<file path="src/rtl/vga_fb_scanout.sv">
// vga_fb_scanout: VGA timing generator with scaled framebuffer scanout and border colour.
// The pixel clock is derived from clk by a divider. H/V counters drive a two-stage pipeline
// so that sync, data-enable and colour leave the block aligned.
// Optional feature macro: VGA_TEST_PATTERN_EN adds a test_mode input that replaces the
// visible colour with eight vertical colour bars and suppresses framebuffer reads.
module vga_fb_scanout #(
    parameter int unsigned CLK_DIV     = 4,
    parameter int unsigned H_ACTIVE    = 640,
    parameter int unsigned H_FP        = 16,
    parameter int unsigned H_SYNC      = 96,
    parameter int unsigned H_BP        = 48,
    parameter int unsigned V_ACTIVE    = 480,
    parameter int unsigned V_FP        = 11,
    parameter int unsigned V_SYNC      = 2,
    parameter int unsigned V_BP        = 31,
    parameter bit          HS_POL      = 1'b0,
    parameter bit          VS_POL      = 1'b0,
    parameter int unsigned COLOR_BITS  = 2,
    parameter int unsigned IMG_W       = 128,
    parameter int unsigned IMG_H       = 128,
    parameter int unsigned SCALE_SHIFT = 1,
    parameter int unsigned ADDR_W      = 14
) (
    input  logic                      clk,
    input  logic                      rst,
    input  logic [3*COLOR_BITS-1:0]   border_color,
    output logic [ADDR_W-1:0]         fb_addr,
    output logic                      fb_rd_en,
    input  logic [3*COLOR_BITS-1:0]   fb_data,
    output logic                      hsync,
    output logic                      vsync,
    output logic                      de,
    output logic [COLOR_BITS-1:0]     r,
    output logic [COLOR_BITS-1:0]     g,
    output logic [COLOR_BITS-1:0]     b,
    output logic                      frame_start
`ifdef VGA_TEST_PATTERN_EN
    ,
    input  logic                      test_mode
`endif
);

    localparam int unsigned H_TOTAL = H_ACTIVE + H_FP + H_SYNC + H_BP;
    localparam int unsigned V_TOTAL = V_ACTIVE + V_FP + V_SYNC + V_BP;
    localparam int unsigned X_W     = $clog2(H_TOTAL);
    localparam int unsigned Y_W     = $clog2(V_TOTAL);
    localparam int unsigned DIV_W   = (CLK_DIV > 1) ? $clog2(CLK_DIV) : 1;
    localparam int unsigned PIX_W   = 3 * COLOR_BITS;
    localparam int unsigned HS_LO   = H_ACTIVE + H_FP;
    localparam int unsigned HS_HI   = H_ACTIVE + H_FP + H_SYNC;
    localparam int unsigned VS_LO   = V_ACTIVE + V_FP;
    localparam int unsigned VS_HI   = V_ACTIVE + V_FP + V_SYNC;
    // Image extent on screen, clipped to the visible area (no border on a clipped axis).
    localparam int unsigned IMG_XS  = IMG_W << SCALE_SHIFT;
    localparam int unsigned IMG_YS  = IMG_H << SCALE_SHIFT;
    localparam int unsigned IMG_XE  = (IMG_XS < H_ACTIVE) ? IMG_XS : H_ACTIVE;
    localparam int unsigned IMG_YE  = (IMG_YS < V_ACTIVE) ? IMG_YS : V_ACTIVE;

    // Timing state
    logic [DIV_W-1:0]  r_div;
    logic [X_W-1:0]    r_x;
    logic [Y_W-1:0]    r_y;
    logic [ADDR_W-1:0] r_row_base;
    logic              r_frame_start;

    // Stage 1: attributes of the pixel whose counter position was just left
    logic              r_s1_hs;
    logic              r_s1_vs;
    logic              r_s1_de;
    logic              r_s1_img;
    logic [PIX_W-1:0]  r_s1_border;

    // Stage 2: pin registers
    logic              r_hs;
    logic              r_vs;
    logic              r_de;
    logic [PIX_W-1:0]  r_rgb;

    // Decoded counter state
    logic              w_pix_tick;
    logic              w_x_last;
    logic              w_y_last;
    logic [Y_W-1:0]    w_y_inc;
    logic              w_sy_step;
    logic              w_h_vis;
    logic              w_v_vis;
    logic              w_in_img;
    logic              w_hs_act;
    logic              w_vs_act;
    logic              w_tm;
    logic [PIX_W-1:0]  w_colour;

    assign w_pix_tick = (r_div == DIV_W'(CLK_DIV - 1));
    assign w_x_last   = (r_x == X_W'(H_TOTAL - 1));
    assign w_y_last   = (r_y == Y_W'(V_TOTAL - 1));
    assign w_y_inc    = r_y + Y_W'(1);
    // Source row changes when the next line maps to a different source row.
    assign w_sy_step  = ((w_y_inc >> SCALE_SHIFT) != (r_y >> SCALE_SHIFT));
    assign w_h_vis    = (r_x < X_W'(H_ACTIVE));
    assign w_v_vis    = (r_y < Y_W'(V_ACTIVE));
    assign w_in_img   = (r_x < X_W'(IMG_XE)) && (r_y < Y_W'(IMG_YE));
    assign w_hs_act   = (r_x >= X_W'(HS_LO)) && (r_x < X_W'(HS_HI));
    assign w_vs_act   = (r_y >= Y_W'(VS_LO)) && (r_y < Y_W'(VS_HI));

`ifdef VGA_TEST_PATTERN_EN
    logic              r_s1_tm;
    logic [2:0]        r_s1_bar;
    logic [2:0]        w_bar;

    assign w_tm = test_mode;

    // Bar index (x*8)/H_ACTIVE as a chain of constant threshold compares
    always_comb begin
        w_bar = 3'd0;
        for (int k = 1; k < 8; k++) begin
            if (r_x >= X_W'((k * H_ACTIVE + 7) / 8)) begin
                w_bar = 3'(k);
            end
        end
    end

    // Test-mode controls sampled alongside the rest of stage 1
    always_ff @(posedge clk) begin
        if (rst) begin
            r_s1_tm  <= 1'b0;
            r_s1_bar <= 3'd0;
        end else if (w_pix_tick) begin
            r_s1_tm  <= w_tm;
            r_s1_bar <= w_bar;
        end
    end
`else
    assign w_tm = 1'b0;
`endif

    // Framebuffer request: address held for the whole pixel period, strobe on its last clk
    assign fb_addr  = r_row_base + ADDR_W'(r_x >> SCALE_SHIFT);
    assign fb_rd_en = w_pix_tick & w_in_img & ~w_tm;

    // Pixel-rate divider
    always_ff @(posedge clk) begin
        if (rst) begin
            r_div <= '0;
        end else if (w_pix_tick) begin
            r_div <= '0;
        end else begin
            r_div <= r_div + DIV_W'(1);
        end
    end

    // H/V counters, incremental framebuffer row base and frame-start pulse
    always_ff @(posedge clk) begin
        if (rst) begin
            r_x           <= '0;
            r_y           <= '0;
            r_row_base    <= '0;
            r_frame_start <= 1'b0;
        end else begin
            r_frame_start <= w_pix_tick && w_x_last && w_y_last;
            if (w_pix_tick) begin
                if (w_x_last) begin
                    r_x <= '0;
                    if (w_y_last) begin
                        r_y        <= '0;
                        r_row_base <= '0;
                    end else begin
                        r_y <= w_y_inc;
                        if (w_sy_step) begin
                            r_row_base <= r_row_base + ADDR_W'(IMG_W);
                        end
                    end
                end else begin
                    r_x <= r_x + X_W'(1);
                end
            end
        end
    end

    // Stage 1: capture sync/enable/region/border for the current position
    always_ff @(posedge clk) begin
        if (rst) begin
            r_s1_hs     <= !HS_POL;
            r_s1_vs     <= !VS_POL;
            r_s1_de     <= 1'b0;
            r_s1_img    <= 1'b0;
            r_s1_border <= '0;
        end else if (w_pix_tick) begin
            r_s1_hs     <= w_hs_act ? HS_POL : !HS_POL;
            r_s1_vs     <= w_vs_act ? VS_POL : !VS_POL;
            r_s1_de     <= w_h_vis && w_v_vis;
            r_s1_img    <= w_in_img;
            r_s1_border <= border_color;
        end
    end

    // Colour select for the stage-1 pixel; fb_data holds its word by now
    always_comb begin
        w_colour = '0;
        if (r_s1_de) begin
            if (r_s1_img) begin
                w_colour = fb_data;
            end else begin
                w_colour = r_s1_border;
            end
`ifdef VGA_TEST_PATTERN_EN
            if (r_s1_tm) begin
                w_colour = {{COLOR_BITS{r_s1_bar[2]}},
                            {COLOR_BITS{r_s1_bar[1]}},
                            {COLOR_BITS{r_s1_bar[0]}}};
            end
`endif
        end
    end

    // Stage 2: pin registers, all updated on the same pixel boundary
    always_ff @(posedge clk) begin
        if (rst) begin
            r_hs  <= !HS_POL;
            r_vs  <= !VS_POL;
            r_de  <= 1'b0;
            r_rgb <= '0;
        end else if (w_pix_tick) begin
            r_hs  <= r_s1_hs;
            r_vs  <= r_s1_vs;
            r_de  <= r_s1_de;
            r_rgb <= w_colour;
        end
    end

    assign hsync       = r_hs;
    assign vsync       = r_vs;
    assign de          = r_de;
    assign r           = r_rgb[3*COLOR_BITS-1:2*COLOR_BITS];
    assign g           = r_rgb[2*COLOR_BITS-1:COLOR_BITS];
    assign b           = r_rgb[COLOR_BITS-1:0];
    assign frame_start = r_frame_start;

endmodule
</file>
<file path="config.mk">
export PLATFORM = sky130hd
export DESIGN_NAME = vga_fb_scanout
export DESIGN_NICKNAME = d
export VERILOG_FILES = /design/src/rtl/vga_fb_scanout.sv
export SDC_FILE = /design/constraint.sdc
export NUM_CORES = 1
export LEC_CHECK = 0
export ABC_AREA = 1
export CELL_PAD_IN_SITES_DETAIL_PLACEMENT = 0
export CELL_PAD_IN_SITES_GLOBAL_PLACEMENT = 2
export CORE_ASPECT_RATIO = 1.1
export CORE_UTILIZATION = 33
export DETAILED_ROUTE_END_ITERATION = 10
export PLACE_DENSITY = 0.87
export SLEW_MARGIN = 20
export SYNTH_ARGS = -nofsm -noshare
export SYNTH_HDL_FRONTEND = slang
export SYNTH_SLANG_ARGS = --single-unit
</file>
<file path="constraint.sdc">
create_clock -name clk -period 2.2 [get_ports clk]
set_input_delay 0.22 -clock clk [delete_from_list [all_inputs] [get_ports clk]]
set_output_delay 0.22 -clock clk [all_outputs]
set_load 0.005 [all_outputs]
</file>
* Yosys cells after proc, flatten, opt, wreduce, memory -nomap -nowiden *
Index checks and enable logic that the tools add are counted.

operators by class
  $add $sub $neg = 5
  multipliers = 0
  divide/modulo/power cells = 0
  magnitude comparators = 8
  eq/ne operators = 4
  shift-type cells = 0
  multiplexer cells = 8
  bitwise operators = 1
  reductions and logical operators = 10

operators with widths
  kind                                                                                   count
  10-bit by 9-bit less-than comparator with 1-bit output (second input constant)         4
  14-bit two-way mux                                                                     2
  10-bit by 1-bit adder with 10-bit output (second input constant)                       2
  10-bit equality test (second input constant)                                           2
  10-bit less-than comparator (second input constant)                                    2
  10-bit two-way mux                                                                     2
  14-bit by 8-bit adder with 14-bit output (second input constant)                       1
  14-bit by 9-bit adder with 14-bit output                                               1
  6-bit two-way mux                                                                      2
  10-bit greater-or-equal comparator (second input constant)                             1
  10-bit by 9-bit greater-or-equal comparator with 1-bit output (second input constant)  1
  9-bit inequality test                                                                  1
  1-bit logical AND                                                                      6
  3-bit AND reduction                                                                    1
  2-bit by 1-bit adder with 2-bit output (second input constant)                         1
  2-bit equality test (second input constant)                                            1
  1-bit two-way mux                                                                      2
  2-bit AND reduction                                                                    1
  2-bit nonzero test                                                                     1
  2-bit OR reduction                                                                     1
  1-bit AND                                                                              1

word-level totals
  flip-flop bits (word level) = 56
  bits in latches = 0
  bits in writable memories = 0
  ROM bits = 0
  word-level logic and storage cells = 50
  memories = 0

* Logic depth before layout (Yosys ltp) *
Gate-level depths: netlist of the first run.

  depth in word-level cells = 4
  gate-level depth with buffers = 9
  mapped depth without buffers = 9

* Worst setup path before layout of the first run *
OpenSTA, ideal clock, no wires.

  kind = reg2reg
  start point = register r_y[0]
  end point = register r_row_base[8]
  library setup time = 116 ps
  arrival = 1276 ps
  required time = 2084 ps
  path slack = 808 ps
  cell stages (with the launch flop) = 9
  path buffers = 0
  cells stage by stage = dfxtp_1 -> inv_1 -> ha_1 -> a21oi_1 -> nand2_1 -> inv_1 -> nor2_1 -> o21ai_0 -> nor2_1

between the ends
  longest elaborated chain between the ends = 4

ends and longest elaborated chain
  element                                   line  source
  start, declared                           62    logic [Y_W-1:0] r_y;
  start signal, assigned                    167   r_y <= w_y_inc;
  10-bit by 1-bit adder with 10-bit output  96    assign w_y_inc = r_y + Y_W'(1);
  9-bit inequality test                     98    assign w_sy_step = ((w_y_inc >> SCALE_SHIFT) != (r_y >> SCALE_SHIFT));
  2-bit nonzero test (no line)              -
  3-bit AND reduction (no line)             -
  end signal, assigned                      169   r_row_base <= r_row_base + ADDR_W'(IMG_W);
  end, declared                             63    logic [ADDR_W-1:0] r_row_base;

Parallel ways exist; a longest one is shown, timed or not.
A chain may end at the register's enable or synchronous reset.

* Worst setup path in the final report of the first run *
  start point = register r_div[0]
  end point = output port fb_rd_en

between the ends
  longest elaborated chain between the ends = 2

ends and longest elaborated chain
  element                 line  source
  start, declared         60    logic [DIV_W-1:0] r_div;
  start signal, assigned  147   r_div <= r_div + DIV_W'(1);
  2-bit equality test     93    assign w_pix_tick = (r_div == DIV_W'(CLK_DIV - 1));
  1-bit AND               138   assign fb_rd_en = w_pix_tick & w_in_img & ~w_tm;
  end, declared           28    output logic fb_rd_en,

No other way between the ends.

==> impl_metrics.csv, run 1 <==
group,metric,value,unit
place,place.gp.congestion,0.792,
cts,clock_latency,0.30,ns
timing,setup_violations,0,
drt,via_per_inst,4.82,
logic_synthesis,yosysMostFrequentCell,"nand2_1",
worst_setup_path,rr_worst_depth,9,
layout,drive_gt1_share,10.0,%
logic_synthesis,syn_nets,366,
worst_setup_path,worst_path_max_delay_cell,"clkdlybuf4s50_1",
timing,timing.setup.tns,0,ns
worst_setup_path,r2r_start,"r_div[0]",
die,core_area,0.00743,sq mm
logic_synthesis,netlist.top_cell.by_area,"dfxtp_1",
cts,clkSlewWorstSetupHoldPaths,0.10,ns
global_route,antenna_found_initial,0,
global_route,grt_max_degree,17,
drt,vias,2298,
worst_setup_path,path_class,"reg -> out",
cts,cts_num_sinks,49,
worst_setup_path,arrival,1.79,ns
worst_setup_path,crit_top_cell,"inv_1",
cts,cts_root_buffer,"clkbuf_8",
timing,skew,0.00819,ns
logic_synthesis,synthCells,343,
timing,rsz0062_at_grt,"false",
drt,drc_errors,0,
drt,detail_route.wl_per_cell,12.3,microns
cts,h-tree-depth,2,
logic_synthesis,synth_sequential_area_ratio,38.9,%
layout,area_growth,24.3,%
worst_setup_path,start_kind,"flip-flop",
logic_synthesis,synth-seq-cells,49,
die,ios,39,
die,dieArea,0.00799,sq mm
worst_setup_path,cp_max_fo,2,
power,p_int,1.18,mW
cts,cts_tree,"built",
power,peakVddDrop,0.209,mV
timing,period_share,91.3,%
logic_synthesis,yosys_most_used_dff,"dfxtp_1",
logic_synthesis,synth_area_leaders,"dfxtp_1 39%, nand2_1 10%, nor2_1 7.0%",
global_route,grt.total_usage,15.7,%
power,comb_power_share,6.4,%
worst_setup_path,cp-startpoint,"r_div[0]",
logic_synthesis,synth_area,0.00252,sq mm
logic_synthesis,ys_warn_count,0,
cts,numCtsBuffers,5,
global_route,overflow,0,
timing,period_needed,2.01,ns
cts,cts_hold_buf,0,
worst_setup_path,end_kind,"primary output",
logic_synthesis,ys_types,35,
worst_setup_path,cp.required,1.98,ns
timing,timing.hold.ws,0.427,ns
logic_synthesis,synth-edff-count,0,
layout,nNetsFinal,412,
power,clockPowerShare,35.0,%
die,fp.dieW,85.3,microns
place,dp_hpwl,4.22,mm
power,switching_share,24.3,%
power,cellLeakagePower,1.35,nW
min_path,timing.hold.worst.start,"r_div[0]",
worst_setup_path,path_cells,"ha_1 > inv_1 > nor3_1 > nand3_1 > inv_1 > clkdlybuf4s50_1",
drt,antenna_left,0,
logic_synthesis,synth_top_area_share,38.9,%
place,port_buffers,38,
logic_synthesis,synth.avg_cell_area,7.35,sq um
power,p_switching,0.378,mW
timing,fmaxAchievable,0.498,GHz
global_route,grt_pass1_vias,2053,
worst_setup_path,crit_end,"fb_rd_en",
logic_synthesis,synthTopCellsByCount,"67 x nand2_1, 49 x dfxtp_1, 47 x nor2_1, 39 x inv_1, 22 x nand3_1",
power,cellPowerDensity,497,mW/mm^2
worst_setup_path,slowest_delay,0.49,ns
timing,drv_slew,0,
status,status,"completed",
worst_setup_path,r2r_slack,0.46,ns
drt,drt_pass1_iterations,4,
cts,clock_path_buffers,2,
die,fp.dieH,93.7,microns
drt,wl,5.89,mm
worst_setup_path,rr_endpoint,"r_y[1]",
drt,first_iter_violations,101,
job,maxCapViolations,0,
global_route,grt_pass1_wl,9.89,mm
timing,timing_hold_violations_final,0,
logic_synthesis,ys_async_sr_fraction,0,%
die,start_util,33.9,%
die,std_cell_rows,33,
power,power_frac_seq,58.5,%
layout,antenna_cells,0,
min_path,hold_path_class,"reg -> reg",
[worst max-delay path: cells and delay by family (launching register included)]
kind | cells | cell delay, ns
buffers and inverters | 3 | 0.64
flip-flops | 1 | 0.35
adder cells (fa/ha/maj) | 1 | 0.17
AND/OR/NAND/NOR | 2 | 0.33
[power by group through the flow]
stage / Combinational [mW] / Clock, mW / Sequential (mW)
finish: 0.100 / 0.546 / 0.912
global route: 0.111 / 0.612 / 0.915
CTS: 0.102 / 0.575 / 0.913
detailed placement: 0.101 / 0 / 0.933
global placement: 0.102 / 0 / 0.933
floorplan: 0.0535 / 0 / 0.927
[layout by cell type, fill, tap and decap left out, types with 4 or more instances in the layout]
master	count
clkbuf_8	5
a21oi_1	18
nand3_1	22
ha_1	9
inv_1	39
nor2_2	5
clkdlybuf4s50_1	33
nand4_1	6
nor3_1	9
buf_4	14
xor2_1	11
nand2_1	67
o21ai_0	13
mux2i_1	6
dfxtp_1	45
nor2_1	47
dfxtp_2	4
a22o_1	6
[stage by stage]
stage	instance area, sq um	cells	worst slack, ns	utilization, %	power, mW
global route	3130	477	0.0555	42.2	1.64
global placement	2990	463	0.276	40.2	1.03
CTS	3110	475	0.0230	41.8	1.59
finish	3130	477	0.191	42.2	1.56
detailed placement	2990	463	0.261	40.2	1.03
floorplan	2520	343	0.808	-	0.981
[worst min-delay path by stage]
stage                    end  slack [ns]  cells past startpoint
floorplan           r_s1_img        0.33                      1
global placement    r_div[0]        0.41                      1
detailed placement  r_div[0]        0.42                      1
CTS                 r_div[0]        0.44                      1
global route        r_div[0]        0.45                      1
finish              r_div[0]        0.43                      1
[timing repair]
item,4_1_cts,5_1_grt
setup endpoints to repair,4,3
resized for setup,5,4
buffers inserted,4,2
pin swaps,2,1
[flip-flops by register name, summed over array words and instances (netlist names)]
signal and flops:
r_x 10, r_y 10, r_row_base 7, r_rgb 6
r_s1_border 6, r_div 2, de 1, frame_start 1
hsync 1, r_s1_de 1, r_s1_hs 1, r_s1_img 1
r_s1_vs 1, vsync 1
[area by class of cell]
type	count	area, sq um
clock buffers	6	72.6
inverters	39	146
multi-input cells	242	1310
fillers	793	4300
flip-flops and latches	49	986
well taps	87	109
repair buffers	52	490
clock inverters	2	15.0
[cell families (layout without fill, tap and decap cells)]
logic type,after synthesis,in the layout,synth area share [%]
AOI/OAI and AO/OA,47,47,11.0
and+or+nand+nor,166,166,29.6
adders and majority gates,9,9,4.47
other,1,1,0.149
DFF,49,49,38.9
buffers and inverters,52,99,8.94
xor gates and xnor gates,13,13,4.52
muxes,6,6,2.38
[routing by layer]
metal | wire (microns) | share of wire, % | vias up | global-route usage [%]
li1 | - | - | 1197 | -
met1 | 2990 | 51 | 1053 | 21.4
met2 | 2640 | 45 | 39 | 25.1
met3 | 171 | 2.9 | 9 | 2.72
met4 | 87 | 1.5 | 0 | 5.56
met5 | 0 | 0 | - | 0
(Power assumes the default switching activity.)
==> run 2: changes to the inputs <==
--- a/config.mk
+++ b/config.mk
@@ -9,9 +9,9 @@
 export CELL_PAD_IN_SITES_DETAIL_PLACEMENT = 0
 export CELL_PAD_IN_SITES_GLOBAL_PLACEMENT = 2
 export CORE_ASPECT_RATIO = 1.1
-export CORE_UTILIZATION = 33
+export CORE_UTILIZATION = 25
 export DETAILED_ROUTE_END_ITERATION = 10
-export PLACE_DENSITY = 0.87
+export PLACE_DENSITY = 0.69
 export SLEW_MARGIN = 20
 export SYNTH_ARGS = -nofsm -noshare
 export SYNTH_HDL_FRONTEND = slang
==> run 2 against run 1 <==
Compared with the run above: the flow now finishes with violations (design-rule violations); worst hold slack better by 0.0041 ns; global-route usage is 3.2 points lower; critical path type unchanged; clock power rose by 24%; critical endpoint is now fb_addr[11]; register-to-register slack worse by 0.02 ns.
==> impl_metrics.csv, run 2 (synthesis results as in run 1) <==
group,metric,value,unit
status,status,"complete, but fails checks",
status,failed_checks,"design-rule violations",
cts,clock_path_buffers,2,
place,place.gp.congestion,0.715,
timing,skew,0.00521,ns
timing,period_needed,2.09,ns
cts,cts_root_buffer,"clkbuf_8",
cts,clkSlewWorstSetupHoldPaths,0.10,ns
worst_setup_path,crit_family,"buffers and inverters",
drt,first_iter_violations,73,
worst_setup_path,r2r_slack,0.44,ns
worst_setup_path,cp-startpoint,"r_x[9]",
die,fp.dieH,107,microns
global_route,grt_pass1_vias,2100,
die,fp.dieW,97.7,microns
die,core_area,0.00984,sq mm
layout,nNetsFinal,408,
worst_setup_path,rr_endpoint,"r_y[7]",
layout,fillers,1072,
die,dieArea,0.0105,sq mm
global_route,overflow,0,
layout,antenna_cells,0,
worst_setup_path,cp.required,1.98,ns
cts,h-tree-depth,2,
cts,cts_num_sinks,49,
power,peakVddDrop,0.243,mV
layout,final_common_cell,"nand2_1",
timing,drv_slew,0,
timing,rsz0062_at_grt,"false",
power,cellLeakagePower,1.34,nW
worst_setup_path,cp_max_fo,4,
drt,via_per_inst,4.53,
drt,vias,2291,
timing,timing_hold_violations_final,0,
worst_setup_path,worst_path_max_delay_cell,"clkdlybuf4s50_1",
drt,drc_errors,10,
worst_setup_path,path_class,"reg -> out",
worst_setup_path,crit_cells,5,
layout,area_growth,26.7,%
worst_setup_path,path_cells,"ha_4 > a21o_1 > nand2_1 > xor2_1 > clkdlybuf4s50_1",
worst_setup_path,slowest_delay,0.52,ns
global_route,antenna_found_initial,0,
power,p_total,1.69,mW
layout,final_cell_mix,"66 x nand2_1, 47 x nor2_1, 45 x dfxtp_1",
cts,cts_tree,"built",
timing,setup_violations,0,
worst_setup_path,path_buf_inv,1,
global_route,grt_pass1_wl,10.5,mm
worst_setup_path,arrival,1.87,ns
timing,timing.setup.tns,0,ns
drt,detail_route.wl_per_cell,12.1,microns
die,std_cell_rows,38,
worst_setup_path,crit_end,"fb_addr[11]",
power,cellPowerDensity,528,mW/mm^2
min_path,hold_path_class,"reg -> reg",
place,port_buffers,38,
cts,clock_latency,0.31,ns
worst_setup_path,rr_worst_depth,8,
die,ios,39,
place,dp_hpwl,4.55,mm
timing,fmaxAchievable,0.478,GHz
layout,reg_top3,"r_x: 10 flops, r_y: 10 flops, r_row_base: 7 flops",
global_route,grt.total_usage,12.5,%
layout,drive_gt1_share,9.84,%
worst_setup_path,start_kind,"flip-flop",
timing,period_share,95.2,%
job,maxCapViolations,0,
cts,numCtsBuffers,5,
die,start_util,25.6,%
global_route,grt_max_degree,18,
drt,wl,6.14,mm
drt,antenna_left,0,
drt,drt_pass1_iterations,7,
worst_setup_path,r2r_start,"r_div[0]",
worst_setup_path,end_kind,"primary output",
run 2: how the worst min path moves through the flow:
stage | startpoint | end | slack (ns) | cells after the start
after floorplan | rst | r_s1_img | 0.33 | 1
after global placement | r_div[0] | r_div[0] | 0.41 | 1
after detailed placement | r_div[0] | r_div[0] | 0.42 | 1
after CTS | r_div[0] | r_div[0] | 0.44 | 1
after global routing | r_div[0] | r_div[0] | 0.45 | 1
final | r_div[0] | r_div[0] | 0.43 | 1
run 2: worst register-to-register path, delay by kind of cell, from the launching register on:
family | cells | cell delay, ns
simple gates | 5 | 0.75
buf+inv | 2 | 0.40
flops | 1 | 0.35
fa+ha+maj | 1 | 0.16
run 2: layout make-up:
| class | instances | area [sq um] | area share (%) |
|---|---|---|---|
| timing repair buffer | 48 | 462 | 14.5 |
| tap | 120 | 150 | 4.70 |
| multi-input combinational | 242 | 1330 | 41.6 |
| clock buffer | 5 | 68.8 | 2.16 |
| clock inverter | 3 | 46.3 | 1.45 |
| sequential | 49 | 991 | 31.0 |
| inverter | 39 | 146 | 4.58 |
run 2: repair_timing:
| action | in CTS | in global routing |
|---|---|---|
| pin swaps | 1 | 3 |
| hold buffers | 0 | 0 |
| buffers inserted | 1 | 2 |
| gates resized for setup | 6 | 6 |
| endpoints found under the hold margin | 0 | 0 |
| setup endpoints to repair | 4 | 4 |
run 2: report_power, final:
part,internal [mW],switching (mW),total [mW],leakage (nW)
registers,0.899,0.0110,0.910,0.398
logic,0.0527,0.0480,0.101,0.887
clock network,0.341,0.334,0.675,0.0543
run 2: through the flow:
| step | hold WS (ns) | area, sq um | setup slack, ns | util, % | std cells |
|---|---|---|---|---|---|
| finish | 0.432 | 3190 | 0.106 | 32.4 | 506 |
| global route | 0.453 | 3190 | 0.0165 | 32.4 | 506 |
| CTS | 0.436 | 3170 | 0.0109 | 32.2 | 504 |
| detailed placement | 0.421 | 3020 | 0.239 | 30.7 | 495 |
| global placement | 0.410 | 3020 | 0.262 | 30.7 | 495 |
| floorplan | 0.331 | 2520 | 0.808 | - | 343 |
run 2: per-layer routing:
layer	track usage [%]	share of wire, %	vias to the layer above
met5	0	0	-
met4	2.92	0.96	0
met2	20.3	46	32
met1	17.3	50	1058
li1	-	-	1196
met3	2.27	3.1	5
